$ cat src/rtl/vme_cmd_arbiter.sv
// Round-robin arbiter sharing the VME command/data register port among NREQ requesters.
// Issues one command at a time, then waits for the completion strobe or a timeout.
module vme_cmd_arbiter #(
   parameter int          NREQ    = 2,
   parameter logic [31:0] MASK    = 32'h00a80000,
   parameter int          TIMEOUT = 1024,
   parameter int          TO_W    = 11
) (
   input  logic                 clk,
   input  logic                 rst_n,
   input  logic [NREQ-1:0]      req,
   input  logic [NREQ*16-1:0]   req_cmd,
   input  logic [NREQ*16-1:0]   req_wdata,
   input  logic [NREQ-1:0]      req_rnw,
   output logic [NREQ-1:0]      gnt,
   output logic [NREQ-1:0]      done,
   output logic                 err,
   output logic [15:0]          rd_data,
   output logic                 busy,
   output logic [7:0]           err_cnt,
   input  logic                 vme_cmd_rd,
   output logic                 start,
   output logic [31:0]          vme_cmd_reg,
   output logic [31:0]          vme_dat_reg_in,
   input  logic                 vme_dat_wr,
   input  logic [31:0]          vme_dat_reg_out
);

   localparam int PW = (NREQ > 1) ? $clog2(NREQ) : 1;
   localparam logic [TO_W-1:0] TO_LAST = (TIMEOUT == 0) ? '0 : TO_W'(TIMEOUT - 1);
   localparam logic [31:0] RD_BIT = 32'h0200_0000;
   localparam logic [31:0] WR_BIT = 32'h0100_0000;

   typedef enum logic [1:0] {S_IDLE, S_ISSUE, S_WAIT, S_DONE} state_t;

   state_t          state, state_nxt;
   logic [PW-1:0]   ptr;
   logic [PW-1:0]   win;
   logic [TO_W-1:0] to_cnt;
   logic            rnw_q;
   logic            timeout_hit;

   // Nearest asserted request after ptr wins; scanning far-to-near lets the nearest overwrite.
   function automatic logic [PW-1:0] rr_pick(input logic [NREQ-1:0] r, input logic [PW-1:0] p);
      logic [PW-1:0] w;
      int            idx;
      w = p;
      for (int k = NREQ; k >= 1; k--) begin
         idx = (int'(p) + k) % NREQ;
         if (r[idx]) w = PW'(idx);
      end
      return w;
   endfunction

   function automatic logic [7:0] sat_inc8(input logic [7:0] v);
      return (v == 8'hff) ? v : v + 8'd1;
   endfunction

   assign win = rr_pick(req, ptr);

   always_ff @(posedge clk or negedge rst_n) begin
      if (!rst_n) state <= S_IDLE;
      else        state <= state_nxt;
   end

   always_comb begin
      state_nxt   = state;
      timeout_hit = 1'b0;
      case (state)
         S_IDLE:  if (|req && vme_cmd_rd) state_nxt = S_ISSUE;
         S_ISSUE: state_nxt = S_WAIT;
         S_WAIT: begin
            if (vme_dat_wr) begin
               state_nxt = S_DONE;
            end else if (TIMEOUT != 0 && to_cnt == TO_LAST) begin
               timeout_hit = 1'b1;
               state_nxt   = S_DONE;
            end
         end
         S_DONE:  state_nxt = S_IDLE;
         default: state_nxt = S_IDLE;
      endcase
   end

   always_ff @(posedge clk or negedge rst_n) begin
      if (!rst_n) begin
         gnt            <= '0;
         done           <= '0;
         err            <= 1'b0;
         start          <= 1'b0;
         busy           <= 1'b0;
         rd_data        <= '0;
         err_cnt        <= '0;
         vme_cmd_reg    <= MASK;
         vme_dat_reg_in <= '0;
         ptr            <= PW'(NREQ - 1);
         to_cnt         <= '0;
         rnw_q          <= 1'b0;
      end else begin
         start <= (state_nxt == S_ISSUE);
         busy  <= (state_nxt != S_IDLE);
         done  <= '0;
         err   <= 1'b0;
         case (state)
            S_IDLE: begin
               if (state_nxt == S_ISSUE) begin
                  vme_cmd_reg    <= MASK | {16'h0, req_cmd[int'(win)*16 +: 16]} |
                                    (req_rnw[win] ? RD_BIT : WR_BIT);
                  vme_dat_reg_in <= {16'h0, req_wdata[int'(win)*16 +: 16]};
                  rnw_q          <= req_rnw[win];
                  gnt            <= NREQ'(1) << win;
                  ptr            <= win;
               end
            end
            S_ISSUE: to_cnt <= '0;
            S_WAIT: begin
               to_cnt <= to_cnt + 1'b1;
               if (state_nxt == S_DONE) begin
                  done           <= gnt;
                  err            <= timeout_hit;
                  vme_cmd_reg    <= MASK;
                  vme_dat_reg_in <= '0;
                  if (vme_dat_wr && rnw_q) rd_data <= vme_dat_reg_out[15:0];
                  if (timeout_hit) err_cnt <= sat_inc8(err_cnt);
               end
            end
            S_DONE:  gnt <= '0;
            default: gnt <= '0;
         endcase
      end
   end

endmodule
$ cat config.mk
export PLATFORM = sky130hd
export DESIGN_NAME = vme_cmd_arbiter
export DESIGN_NICKNAME = d
export VERILOG_FILES = /design/src/rtl/vme_cmd_arbiter.sv
export SDC_FILE = /design/constraint.sdc
export NUM_CORES = 1
export LEC_CHECK = 0
export ABC_AREA = 1
export BUFFER_PORTS_ARGS = -buffer_cell sky130_fd_sc_hd__buf_2
export CAP_MARGIN = 10
export CORE_MARGIN = 5
export CORE_UTILIZATION = 30
export CTS_CLUSTER_SIZE = 14
export DETAILED_ROUTE_END_ITERATION = 12
export GPL_TIMING_DRIVEN = 0
export REMOVE_ABC_BUFFERS = 1
export SETUP_SLACK_MARGIN = 0.3
export SYNTH_ARGS = -nofsm -noshare
export SYNTH_HDL_FRONTEND = slang
export SYNTH_SLANG_ARGS = --single-unit
$ cat constraint.sdc
create_clock -name clk -period 2 [get_ports clk]
set_input_delay 0.3 -clock clk [delete_from_list [all_inputs] [get_ports clk]]
set_output_delay 0.3 -clock clk [all_outputs]
set_load 0.005 [all_outputs]
* After elaboration in Yosys (flattened, before gate mapping) *
Index checks and enable logic that the tools add are counted.
W data, S select, Z words.

operators by class
  $add $sub $neg = 4
  order comparisons = 3
  equal/unequal tests = 9
  shift operators = 3
  multiplexer cells = 31
  bitwise logic cells = 4
  reductions and logical operators = 13

operator list
  kind                     count
  $mux W32                 4
  $pmux W32 S2             2
  $shiftx A32 B6 Y16       2
  $mux W26                 1
  $or A24 B26 Y26          1
  $pmux W11 S2             1
  $mux W1                  15
  $mux W2                  6
  $add A11 B1 Y11 const B  1
  $eq A11 B10 Y1 const B   1
  $add A8 B1 Y8 const B    1
  $eq A8 B8 Y1 const B     1
  $pmux W2 S4              1
  $reduce_bool A2 Y1       4
  $eq A2 B2 Y1 const B     3
  $lt A2 B3 Y1 const B     2
  $reduce_and A3 Y1        2
  $eq A2 B1 Y1 const B     2
  $ne A2 B2 Y1 const B     2
  $pmux W2 S2              1
  $reduce_and A2 Y1        2
  $reduce_and A4 Y1        1
  $add A1 B1 Y1 const B    2
  $and A1 B1 Y1 const A    2
  6 further kinds          7

word-level totals
  flip-flop bits (word level) = 110
  input bits = 104
  output and inout port bits = 95
  logic and storage cells = 80

* Longest topological paths before layout *
Gate-level depths: netlist (run 1).

  word-level depth = 13
  depth in mapped cells = 13
  gate-level depth less buffers = 12

* Least setup slack after synthesis (run 1) *
Ideal clock, no wire load.

  path kind = register to register
  start point = register state[0]
  end point = register err_cnt[7]
  library setup time = 0.117 ns
  arrival time = 1.702 ns
  data required time = 1.883 ns
  setup slack = 0.182 ns
  cell stages (with the launch flop) = 10
  buffers on the path = 2
  clock period less this slack = 1.818 ns
  cells stage by stage = dfrtp_1 > inv_1 > ha_1 > buf_4 > inv_1 > nor4_1 > nand3_2 > buf_6 > nand2_2 > o21ai_2

on the way
  cells in the longest elaborated chain, start to end = 5
  elaborated cells between the ends (all ways) = 11
  classes of those cells = eq/ne: 4; mux: 5; reduce/logical: 2

ends and longest elaborated chain
  what                                    line  text
  start: declaration                      36    state_t state, state_nxt;
  start signal: assignment                63    else state <= state_nxt;
  $mux W2                                 75    end else if (TIMEOUT != 0 && to_cnt == TO_LAST) begin
  $mux W2                                 73    if (vme_dat_wr) begin
  $pmux W2 S4                             69    case (state)
  $eq A2 B2 Y1                            118   if (state_nxt == S_DONE) begin
  $reduce_and A4 Y1 (no source line) (*)  --
  end signal: assignment                  124   if (timeout_hit) err_cnt <= sat_inc8(err_cnt);
  end: declaration                        20    output logic [7:0] err_cnt,

Mark *: on every way between the ends. The rest lies on a longest branch, timed or not.
A chain may end at the register's enable or synchronous reset.

* Final worst setup path (run 1) *
  start point = register to_cnt[0]
  end point = register err_cnt[6]

on the way
  cells in the longest elaborated chain, start to end = 6
  elaborated cells between the ends (all ways) = 9
  classes of those cells = eq/ne: 2; mux: 6; reduce/logical: 1

ends and longest elaborated chain
  what                                    line  text
  start: declaration                      39    logic [TO_W-1:0] to_cnt;
  start signal: assignment                117   to_cnt <= to_cnt + 1'b1;
  $eq A11 B10 Y1 (*)                      75
  $mux W2                                 75
  $mux W2                                 73
  $pmux W2 S4                             69
  $eq A2 B2 Y1                            118
  $reduce_and A4 Y1 (no source line) (*)  --

Marked as above.

==> summary.txt, run 1 <==
Seq pwr share = 0.231
Layout cells sized above 1 = 0.460
Clock Latency Late Sink = 340 ps
# setup viols final = 0
Routed len/inst = 16.1 um
Area growth syn-to-layout = 53.5%
EDFF count, synth = 0
Async set or reset register ratio after synthesis = 1.00
Max reg flops = 18
Clk slew on worst S/H paths = 60 ps
Setup TNS = 0 ps
Most frequent cells after synthesis = 114 x nand2_1, 79 x dfrtp_1, 77 x nor2_1
Compound-cell area share of the yosys netlist = 0.104
Power per Cell Area = 1640 nW/um^2
Max H-tree Level = 3
Initial detailed-routing violation count = 202
# IOs = 199
Synth top area share = 0.460
Post-synthesis adder-cell area fraction = 0.0175
Total Nets Final = 839
Die Area = 16800 sq um
Outcome = finished clean
Lkg Pwr = 3.33 nW
Top cells by area, synth = dfrtp_1 46%, nand2_1 10%, nor2_1 6.7%
Register area share after synthesis = 0.466
Syn avg cell area = 8.12 sq um
Clock skew = 11.2 ps
Largest area contributor in the netlist = dfrtp_1
Initial antenna violation count = 0
Mux cell area share after synthesis = 0.00233
CP Launch Type = flop
Rel. slew slack = 0.587
Max cap viols = 0
Synth Flop Type = dfrtp_1
Most numerous cell in the Yosys netlist = nand2_1
Hold Vio Cnt, Final = 0
DR vias/cell = 4.61
Max FO, Critical Path = 6
Drt drc = 0
Worst-Margin Slew = 612 ps
GRT overflow = 0
Synth Area in XOR/XNOR = 0.0143
Main combinational cell family by area after synthesis = simple AND/OR/NAND/NOR gates
Sw frac = 0.442
First-pass GRT wire length = 20.6 mm
WS Path Type = flop to flop
PortBufs = 152
Clock network power share = 0.172
Initial core utilization = 0.308
Unique masters post-synth = 37
Site Rows = 43
Final worst path period need = 1770 ps
CP Capture Type = flop
Num CTS Buffers = 9
Hpwl dp = 7.92 mm
Hold_ws = 190 ps
Critical path required time = 2230 ps
Drt pass-1 iters = 4
Final ANT Viol Nets = 0
Largest net degree at the start of global routing = 44
Highest Clock Rate = 0.565 GHz
Final Cycle Share = 0.885
CTS tree = yes
Synth warnings = 0
Die Span Y = 130 um
Net switching power = 4.78 mW
Syn Inst Count = 529
Class of the worst hold path = primary input to flop
Mapped cell area = 4300 sq um
Vias post-DR = 4207
# clock sinks = 80
Clock tree buffer depth = 2
Combinational share of power = 0.597
Gr usage total = 0.158
RSZ-0062 raised after global routing = true
Crit path DAT = 2000 ps
P_int = 6.03 mW
Synthesized flop and latch total = 80
Final wirelength = 14.7 mm
Root Buffer = clkbuf_16
Global placement routability congestion = 0.765
Core Footprint = 13900 sq um
Antenna cell count = 0
VDD IR max = 0.651 mV
Die W = 130 um
Number of global-route vias before repair = 3978
Slew Viols, Final = 0
Post-Synth Simple-Gate Area = 0.268
## layout make-up
class	count	area [sq um]
inverters	44	193
multi-input cells	396	2540
flip-flops and latches	80	2000
fillers	1406	7340
repair inverters	1	7.51
well taps	180	225
repair buffers	197	1300
clock buffers	10	229
clock inverters	4	95.1
## layer usage
layer / vias up / wire length (um) / global-route usage
met3: 14 / 1030 / 0.0346
met2: 138 / 7110 / 0.263
met5: - / 0 / 0
met1: 2002 / 6340 / 0.204
li1: 2053 / - / -
met4: 0 / 212 / 0.0550
## power by group through the flow
stage	logic, mW	clock network, mW	registers (mW)
after global placement	3.37	0	2.47
after floorplan	2.01	0	2.53
after detailed placement	3.41	0	2.48
final	6.45	1.85	2.50
after CTS	5.08	1.91	2.45
after global routing	6.98	1.97	2.56
## path summary, 6_finish.rpt
| check | start | end | slack, ps | cells past startpoint |
|---|---|---|---|---|
| min reg2reg | vme_dat_reg_in[9] | vme_dat_reg_in[9] | 460 | 2 |
| max reg2reg | to_cnt[0] | err_cnt[6] | 230 | 10 |
| max in group asynchronous | rst_n | ptr | 860 | 3 |
| min in group asynchronous | rst_n | rd_data[5] | 480 | 2 |
| min | vme_dat_reg_out[13] | rd_data[13] | 190 | 3 |
| max | to_cnt[0] | err_cnt[6] | 230 | 10 |
## through the flow
| stage | instance area, sq um | power [mW] | std cells | setup WS (ps) | util |
|---|---|---|---|---|---|
| floorplan | 4030 | 4.54 | 504 | -412 | - |
| global route | 6590 | 11.5 | 912 | 139 | 0.473 |
| detailed placement | 5060 | 5.90 | 838 | -1220 | 0.363 |
| finish | 6590 | 10.8 | 912 | 230 | 0.473 |
| CTS | 6050 | 9.45 | 890 | 265 | 0.434 |
| global placement | 5010 | 5.83 | 836 | -1860 | 0.360 |
## cell usage in the layout (no fill, tap or decap), drive strengths merged
cell type	instances
or2	1
a21boi	1
nand3	50
a21oi	5
a211oi	2
conb	30
o21ai	60
nor4	3
clkinv	2
o22ai	3
inv	41
clkinvlp	3
clkbuf	12
nor3	5
xnor2	3
a22o	1
ha	6
buf	194
nand2	136
dfstp	1
and3	1
and2	1
nor2	79
xor2	4
mux2i	1
dlygate4sd3	1
bufinv	3
dfrtp	79
o21a	1
nand4	3
## worst max-delay path: stages, from the launching register on
cell	delay (ps)
dfrtp_1	370
ha_2	190
inv_2	50
nor2_4	70
nand3_2	90
buf_6	130
nor4_4	320
nand3_2	160
buf_6	180
nand2_2	60
o21ai_2	40
## what timing repair did
| item | 4_1_cts | 5_1_grt |
|---|---|---|
| gates resized for setup | 55 | 78 |
| hold endpoints to repair | 37 | 0 |
| setup buffers | 27 | 11 |
| setup endpoints to repair | 64 | 67 |
| pin swaps | 14 | 39 |
| hold buffers | 1 | 0 |
| gates cloned | 10 | 11 |
## cells by family (layout without fill, tap and decap cells)
| group | count (synthesis) | after routing |
|---|---|---|
| other | 2 | 30 |
| muxes | 1 | 1 |
| xor gates and xnor gates | 7 | 7 |
| buffers and inverters | 97 | 256 |
| and+or+nand+nor | 263 | 279 |
| adders and majority gates | 6 | 6 |
| DFF | 80 | 80 |
| AOI/OAI and AO/OA | 73 | 73 |
Note: power is estimated with default switching activity, not from simulation.
==> run 2: changes to the inputs <==
CORE_ASPECT_RATIO = 1.1   (was unset)
CTS_BUF_LIST = sky130_fd_sc_hd__clkbuf_8 sky130_fd_sc_hd__clkbuf_16   (was unset)
==> summary.txt, run 2 (same netlist as run 1, synthesis figures left out) <==
Hold Vio Cnt, Final = 0
Dpl cell area = 5070 sq um
Post-route cell area = 6390 sq um
Antenna cell count = 0
Die W = 124 um
Final Cycle Share = 0.896
Highest Clock Rate = 0.558 GHz
CTS tree = yes
Crit path DAT = 2020 ps
Max reg flops = 18
GRT overflow = 0
Global placement routability congestion = 0.726
Most frequent cells in the layout = 151 x buf_2, 79 x dfrtp_1, 77 x nand2_1
Drt pass-1 iters = 4
Delay-heaviest family, CP = buffers and inverters
Initial detailed-routing violation count = 158
Max cap viols = 0
WS Path Type = flop to flop
# clock sinks = 80
Core Footprint = 13900 sq um
Net switching power = 4.38 mW
Worst path bufs/invs = 4
R2r setup slk = 210 ps
Slew Viols, Final = 0
Routed len/inst = 15.1 um
Clock skew = 10.8 ps
Clock Latency Late Sink = 340 ps
Clock network power share = 0.165
Seq pwr share = 0.246
Class of the worst hold path = primary input to flop
Combinational share of power = 0.590
Total Nets Final = 830
# IOs = 199
FILL cells = 1397
Commonest non-fill, non-tap cell in the layout = buf_2
Final worst path period need = 1790 ps
Worst path max stage delay = 380 ps
Largest net degree at the start of global routing = 49
Die Area = 16800 sq um
Tot Pwr = 10.2 mW
Initial core utilization = 0.309
Num CTS Buffers = 9
Drt drc = 0
Max FO, Critical Path = 4
Area growth syn-to-layout = 48.8%
Sw frac = 0.430
P_int = 5.81 mW
Final ANT Viol Nets = 0
First-pass GRT wire length = 20.3 mm
VDD IR max = 0.705 mV
Vias post-DR = 4059
Outcome = finished clean
PortBufs = 152
Critical path required time = 2230 ps
Initial antenna violation count = 0
Clock tree buffer depth = 2
Final WS setup = 209 ps
Hpwl dp = 7.94 mm
Clk slew on worst S/H paths = 70 ps
Post-Place Worst Slack = -991 ps
# setup viols final = 0
Lkg Pwr = 3.28 nW
Setup TNS = 0 ps
DR vias/cell = 4.45
CP Launch Type = flop
Register Area = 2000 sq um
CP Capture Type = flop
Die Span Y = 135 um
Final wirelength = 13.8 mm
Crit path cell chain = buf_4 > ha_4 > buf_4 > nand2_4 > nand2_4 > nand3_4 > nand2_8 > buf_12 > clkbuf_16 > nand3_1 > nand2_1
RSZ-0062 raised after global routing = true
Max H-tree Level = 3
Layout cells sized above 1 = 0.430
Gr usage total = 0.159
Site Rows = 45
Number of global-route vias before repair = 3850
Root Buffer = clkbuf_16
Area of the multi-input gates = 2320 sq um
Slowest CP cell = dfrtp_1
Power per Cell Area = 1600 nW/um^2
## run 2: cell types whose count changed in the layout (fill, tap and decap cells not counted), moves of 3 or more
cell     change
nand3_1     +14
buf_12       +3
nand2_2      +3
inv_1        +3
nand3_2     -15
nand2_8      -6
buf_4        -3
nand2_4      -3
## run 2: layout make-up
| cell class | instances | share of cell area |
|---|---|---|
| sequential | 80 | 0.313 |
| tap | 188 | 0.0368 |
| multi-input combinational | 388 | 0.362 |
| timing repair inverter | 1 | 0.00117 |
| clock inverter | 6 | 0.00959 |
| timing repair buffer | 196 | 0.210 |
| inverter | 44 | 0.0292 |
| clock buffer | 10 | 0.0374 |
## run 2: worst reg2reg max path, cell delays in order (launching register included)
cell and delay [ps]:
dfrtp_1 380, buf_4 140, ha_4 180, buf_4 140
nand2_4 90, nand2_4 90, nand3_4 140, nand2_8 80
buf_12 150, clkbuf_16 160, nand3_1 70, nand2_1 60
## run 2: power by group through the flow
stage / logic, mW / registers (mW) / clock network, mW
detailed placement: 3.43 / 2.49 / 0
global placement: 3.38 / 2.46 / 0
finish: 6.01 / 2.51 / 1.68
floorplan: 2.01 / 2.53 / 0
global route: 6.51 / 2.57 / 1.80
CTS: 5.62 / 2.48 / 1.73
## run 2: path summary, 6_finish.rpt
kind	start	to	depth (start not counted)
worst max-delay path	state[1]	vme_dat_reg_in[9]	11
worst max register to register	state[1]	vme_dat_reg_in[9]	11
min in group asynchronous	rst_n	rd_data[0]	2
worst min-delay path	vme_dat_reg_out[6]	rd_data[6]	3
worst min register to register	vme_cmd_reg[1]	vme_cmd_reg[1]	2
max in group asynchronous	rst_n	ptr	3
## run 2: through the flow
step | util | hold slack (ps) | std cells
2_1_floorplan | - | 4.41 | 504
3_3_place_gp | 0.361 | 449 | 844
3_5_place_dp | 0.364 | 288 | 846
4_1_cts | 0.440 | 170 | 903
5_1_grt | 0.459 | 186 | 913
6_report | 0.459 | 186 | 913
## run 2: layer usage
| layer | track usage | share of wire | up-vias |
|---|---|---|---|
| li1 | - | - | 2035 |
| met2 | 0.262 | 0.48 | 127 |
| met3 | 0.0363 | 0.067 | 22 |
| met4 | 0.0688 | 0.024 | 0 |
| met5 | 0 | 0 | - |
| met1 | 0.197 | 0.43 | 1875 |
## run 2: what timing repair did
item                                   in CTS  in global routing
hold buffers                                1                  0
resized for setup                          64                 41
setup endpoints to repair                  66                 68
pin swaps                                  14                 22
endpoints found under the hold margin      32                  0
gates cloned                               10                  3
buffers inserted                           30                  7
